<file path="src/rtl/rv_pkg.sv">
// Shared pipeline-selector types: FSM state encoding and a default-width entry.
// No logic; consumed by pipe_mux and pipe_mux_sel.
// No backpressure concerns at package level.
package rv_pkg;

    localparam int PMUX_WIDTH_DEF = 32;

    typedef enum logic [1:0] {
        PMUX_EMPTY = 2'd0,
        PMUX_FULL  = 2'd1,
        PMUX_SKID  = 2'd2
    } pmux_state_t;

    typedef struct packed {
        logic [PMUX_WIDTH_DEF-1:0] data;
        logic                      err;
    } pmux_entry_t;

endpackage

</file>
<file path="src/rtl/pipe_mux_sel.sv">
// Indexed slice of a packed input vector with an out-of-range flag.
// Latency: combinational.
// Backpressure: none; pure function of its inputs.
module pipe_mux_sel
    import rv_pkg::*;
#(
    parameter int WIDTH  = PMUX_WIDTH_DEF,
    parameter int NUM_IN = 4,
    parameter int SEL_W  = $clog2(NUM_IN)
) (
    input  logic [NUM_IN*WIDTH-1:0] in_data,
    input  logic [SEL_W-1:0]        sel,
    output logic [WIDTH-1:0]        data,
    output logic                    err
);

    // Out-of-range selects yield zero data and raise err.
    always_comb begin
        data = '0;
        err  = 1'b1;
        for (int i = 0; i < NUM_IN; i++) begin
            if (sel == SEL_W'(i)) begin
                data = in_data[i*WIDTH +: WIDTH];
                err  = 1'b0;
            end
        end
    end

endmodule

</file>
<file path="src/rtl/pipe_mux.sv">
// Registered N-to-1 selector with valid/ready handshake and a one-entry skid buffer.
// Latency: one cycle from accept to out_valid; one transfer per cycle sustained.
// Backpressure: in_ready is registered (low only while the skid entry is held).
module pipe_mux
    import rv_pkg::*;
#(
    parameter int WIDTH  = 32,
    parameter int NUM_IN = 4,
    parameter int SEL_W  = $clog2(NUM_IN)
) (
    input  logic                    clk,
    input  logic                    rst_n,
    input  logic [NUM_IN*WIDTH-1:0] in_data,
    input  logic [SEL_W-1:0]        in_sel,
    input  logic                    in_valid,
    output logic                    in_ready,
    input  logic                    flush,
    output logic [WIDTH-1:0]        out_data,
    output logic                    out_err,
    output logic                    out_valid,
    input  logic                    out_ready
);

    typedef struct packed {
        logic [WIDTH-1:0] data;
        logic             err;
    } entry_t;

    pmux_state_t state_q, state_d;
    entry_t      out_q, skd_q, sel_ent;
    logic        in_rdy_q;
    logic        accept, emit;
    logic        load_out, load_skd, out_from_skd;
    logic [WIDTH-1:0] sel_data;
    logic        sel_err;

    pipe_mux_sel #(
        .WIDTH  (WIDTH),
        .NUM_IN (NUM_IN),
        .SEL_W  (SEL_W)
    ) u_sel (
        .in_data (in_data),
        .sel     (in_sel),
        .data    (sel_data),
        .err     (sel_err)
    );

    assign sel_ent   = '{data: sel_data, err: sel_err};
    assign in_ready  = in_rdy_q;
    assign out_valid = (state_q != PMUX_EMPTY);
    assign out_data  = out_q.data;
    assign out_err   = out_q.err;
    assign accept    = in_valid && in_rdy_q;
    assign emit      = out_valid && out_ready;

    always_ff @(posedge clk or negedge rst_n) begin
        if (!rst_n) begin
            state_q  <= PMUX_EMPTY;
            in_rdy_q <= 1'b1;
        end else begin
            state_q  <= state_d;
            // Registered copy of "skid slot free" keeps out_ready off the in_ready path.
            in_rdy_q <= (state_d != PMUX_SKID);
        end
    end

    always_comb begin
        state_d = state_q;
        case (state_q)
            PMUX_EMPTY: if (accept) state_d = PMUX_FULL;
            PMUX_FULL: begin
                if (emit && !accept)      state_d = PMUX_EMPTY;
                else if (!emit && accept) state_d = PMUX_SKID;
            end
            PMUX_SKID:  if (emit) state_d = PMUX_FULL;
            default:    state_d = PMUX_EMPTY;
        endcase
        if (flush) state_d = PMUX_EMPTY;
    end

    always_comb begin
        load_out     = 1'b0;
        load_skd     = 1'b0;
        out_from_skd = 1'b0;
        case (state_q)
            PMUX_EMPTY: load_out = accept;
            PMUX_FULL: begin
                load_out = emit && accept;
                load_skd = !emit && accept;
            end
            PMUX_SKID: begin
                load_out     = emit;
                out_from_skd = 1'b1;
            end
            default: ;
        endcase
        // Flush discards everything, including any same-cycle accept.
        if (flush) begin
            load_out = 1'b0;
            load_skd = 1'b0;
        end
    end

    always_ff @(posedge clk or negedge rst_n) begin
        if (!rst_n) begin
            out_q <= '0;
            skd_q <= '0;
        end else begin
            if (load_out) out_q <= out_from_skd ? skd_q : sel_ent;
            if (load_skd) skd_q <= sel_ent;
        end
    end

endmodule

</file>
<file path="config.mk">
export PLATFORM = sky130hd
export DESIGN_NAME = pipe_mux
export DESIGN_NICKNAME = d
export VERILOG_FILES = /design/src/rtl/rv_pkg.sv /design/src/rtl/pipe_mux_sel.sv /design/src/rtl/pipe_mux.sv
export SDC_FILE = /design/constraint.sdc
export NUM_CORES = 1
export LEC_CHECK = 0
export CAP_MARGIN = 20
export CORE_UTILIZATION = 65
export CTS_BUF_LIST = sky130_fd_sc_hd__clkbuf_8
export CTS_CLUSTER_SIZE = 25
export DETAILED_ROUTE_END_ITERATION = 8
export DONT_BUFFER_PORTS = 1
export MAX_ROUTING_LAYER = met4
export PLACE_DENSITY = 0.86
export SETUP_SLACK_MARGIN = 0.5
export SLEW_MARGIN = 30
export SYNTH_ARGS = -nofsm -noshare
export SYNTH_HDL_FRONTEND = slang
export SYNTH_SLANG_ARGS = --single-unit
export TNS_END_PERCENT = 50
</file>
<file path="constraint.sdc">
create_clock -name clk -period 4.5 [get_ports clk]
set_clock_uncertainty 0.1 [all_clocks]
set_input_delay 0.9 -clock clk [delete_from_list [all_inputs] [get_ports clk]]
set_output_delay 0.9 -clock clk [all_outputs]
set_load 0.1 [all_outputs]
</file>
==> impl_results.md <==
* Height of the chip at roughly 84 um
* Detailed Routing Iterations Pass 1 at 6
* EDFF count, synth at 0
* Area Growth Syn to Fin at 2.43%
* Fraction of post-synthesis cell area in the top cell type by area at 0.393
* Highest clock frequency the design can meet at 405 MHz
* Starting density of the core at 0.677
* Sequential cell area at 1730 um^2
* Arrival time at the worst endpoint at 2560 ps
* Maximum VDD drop at 0.337 mV
* Total setup violations reported at the end of the flow at 0
* Most numerous cell types in the synthesized netlist: dfrtp_1, mux2_2, nor2_1, mux2i_1, nand2_1
* Syn Std Cell Area at 4330 um^2
* Final number of max-transition violations at 0
* Via Count at approximately 3.2k
* Cell leakage power at 1.94 nW
* Leading post-synthesis cells by cell area: dfrtp_1, mux2_2, mux2i_1
* Std cell rows at 29
* Routability Congestion at approximately 0.77
* Die Span X at 83.6 um
* Largest buffer count on any clock path at 2
* Maximum level of the CTS H-tree at 3
* # IOs at 170
* Number of distinct library cell variants in the gate-level netlist after synthesis at 31
* Source-to-sink clock delay at the later pin of the worst-skew pair at 330 ps
* Dominant cell by count in the synthesized netlist: dfrtp_1
* Nature of the critical path endpoint: register
* Via count normalized by instance count at ~6.5
* Number of antenna violations at the first check in global routing at 0
* Detailed Place HPWL at 6390 um
* Die area at 6980 um^2
* Post-CTS repair timing setup buffer count at 0
* Nature of the critical path startpoint: register
* Clock slew at the register clock pins of the worst setup and hold paths at roughly 70 ps
* Number of cells produced by synthesis at 440
* Number of inserted filler cells in the final layout at 497
* Maximum number of pins on one net before global-route repair at 91
* Clock buffers created by TritonCTS at 9
* Number of synthesized register bits at 69
* Detailed-route DRC error count at 0
* Wire length of the first global-routing pass at 15100 um
* Outcome: complete, no violations
* Ratio of total power to cell area at 508 nW/um^2
* Buffers added on ports at 0
* Kind of critical path: reg -> reg
* Area of the core at 6390 um^2
* Startpoint of the worst-slack reg-to-reg timing path: in_ready$_DFF_PN1_
* Crit path time final at 2470 ps
* Count of instances resized after the clock tree is built at 0
* Synthesized area per cell at 9.83 um^2
* Mapped Nets at 575
* Proportion of layout cells with a drive suffix above 1 at 0.225
* Grt ovf at 0
* Normalized max-slew margin at 0.375
* Origin of the worst setup path: in_ready$_DFF_PN1_
* Part of the cycle the worst path needs at 0.549
* Count of nets left with antenna violations after detail routing at 0
* Number of buffers inserted by hold repair at cts at 0
* Sum Neg Setup Slack at 0 ps
* Number of antenna cells inserted at 0
* Post-synth ARST share at 1.00
* Share of the core filled with cells at 0.694
* Nets at 553
* Endpoint required time on the critical path at between 4000 and 5000 ps
* Sinks on the clock net at 69
* CTS tree: done
* Unrepaired setup endpoints after global routing: false
* Multi-input gate area in the final layout at 2370 um^2
* Critical-path maximum fanout at 66
* 1st-iter DRT viols at 217
* Worst min-delay path category: in -> async
* Number of hold-slack violations in the final timing report at 0
* DRT Wirelength at a little over 9000 um
* Average detailed-routed wire length per instance at 18.7 um
* Number of maximum-capacitance constraint violations at 0
* Commonest register cell after synthesis: dfrtp_1
* Ys Warns at 0
* Vias in the first global route at 3235
* GR Util All Layers at 0.283
* Fraction of the yosys area taken by sequential cells at 0.399
* Clock root buffer master: clkbuf_8
* Actual transition at the worst max-transition pin at 937 ps
* Most area-hungry cell type in the Yosys netlist: dfrtp_1
-- critical path: stages, from the launching register on --
cell and delay, ps:
dfstp_2 860, nand2_1 230, or4b_4 860, nand2_1 200, o21ai_2 70
-- layout by cell type (no fill, tap or decap), types with 2 or more instances in the layout --
master and count:
a211oi_1 28, a21oi_1 28, a221oi_1 4, and2_1 2, buf_4 3, clkbuf_8 12
dfrtp_1 68, inv_1 4, mux2_2 64, mux2i_1 38, nand2_1 35, nor2_1 61
nor3b_1 28, o21ai_1 24, o21ai_2 8
-- registers in the layout, indices dropped and copies added, names as in the netlist --
register / cells
skd_q: 33
out_err: 1
out_data: 32
in_ready: 1
state_q: 2
-- metrics by stage --
step	hold slack [ps]	worst slack, ps	total power, mW	std cells	instance area (um^2)
6_report	157	2030	2.25	499	4430
5_1_grt	136	1910	2.35	499	4430
4_1_cts	143	2040	2.26	499	4430
3_5_place_dp	372	2050	1.81	484	4250
3_3_place_gp	361	1910	1.78	483	4230
2_1_floorplan	352	2250	1.76	440	4330
-- layer usage --
metal,track usage,up-vias,part of all wire
met5,-,-,0
met4,0.0940,0,0.012
met3,0.0712,12,0.068
met2,0.474,131,0.53
met1,0.336,1570,0.39
li1,-,1525,-
-- cell type report --
cell class,instances,share of cell area
clock buffer,12,0.0373
clock inverter,3,0.00282
inverter,2,0.00169
multi-input combinational,332,0.535
sequential,69,0.390
tap,77,0.0217
timing repair buffer,4,0.0113
-- logic make-up after synthesis --
| logic type | share of synthesized area |
|---|---|
| simple gates | 0.150 |
| mux | 0.255 |
| compound gates | 0.141 |
| flops | 0.399 |
| buf+inv | 0.0541 |
-- where the power goes --
group | internal [mW] | total [mW] | switching [mW]
clock network | 0.238 | 0.456 | 0.218
logic | 0.182 | 0.331 | 0.149
registers | 0.768 | 1.46 | 0.697
-- final timing paths --
path | endpoint | slack (ps) | depth (start not counted)
hold reg to reg | skd_q[29]$_DFFE_PN0P_ | 390 | 2
hold / removal | out_data[10]$_DFFE_PN0P_ | 160 | 0
max in group asynchronous | in_ready$_DFF_PN1_ | 3930 | 0
setup reg to reg | skd_q[23]$_DFFE_PN0P_ | 2030 | 4
setup / recovery | skd_q[23]$_DFFE_PN0P_ | 2030 | 4
min in group clk | skd_q[29]$_DFFE_PN0P_ | 390 | 2
(Power assumes the default switching activity.)
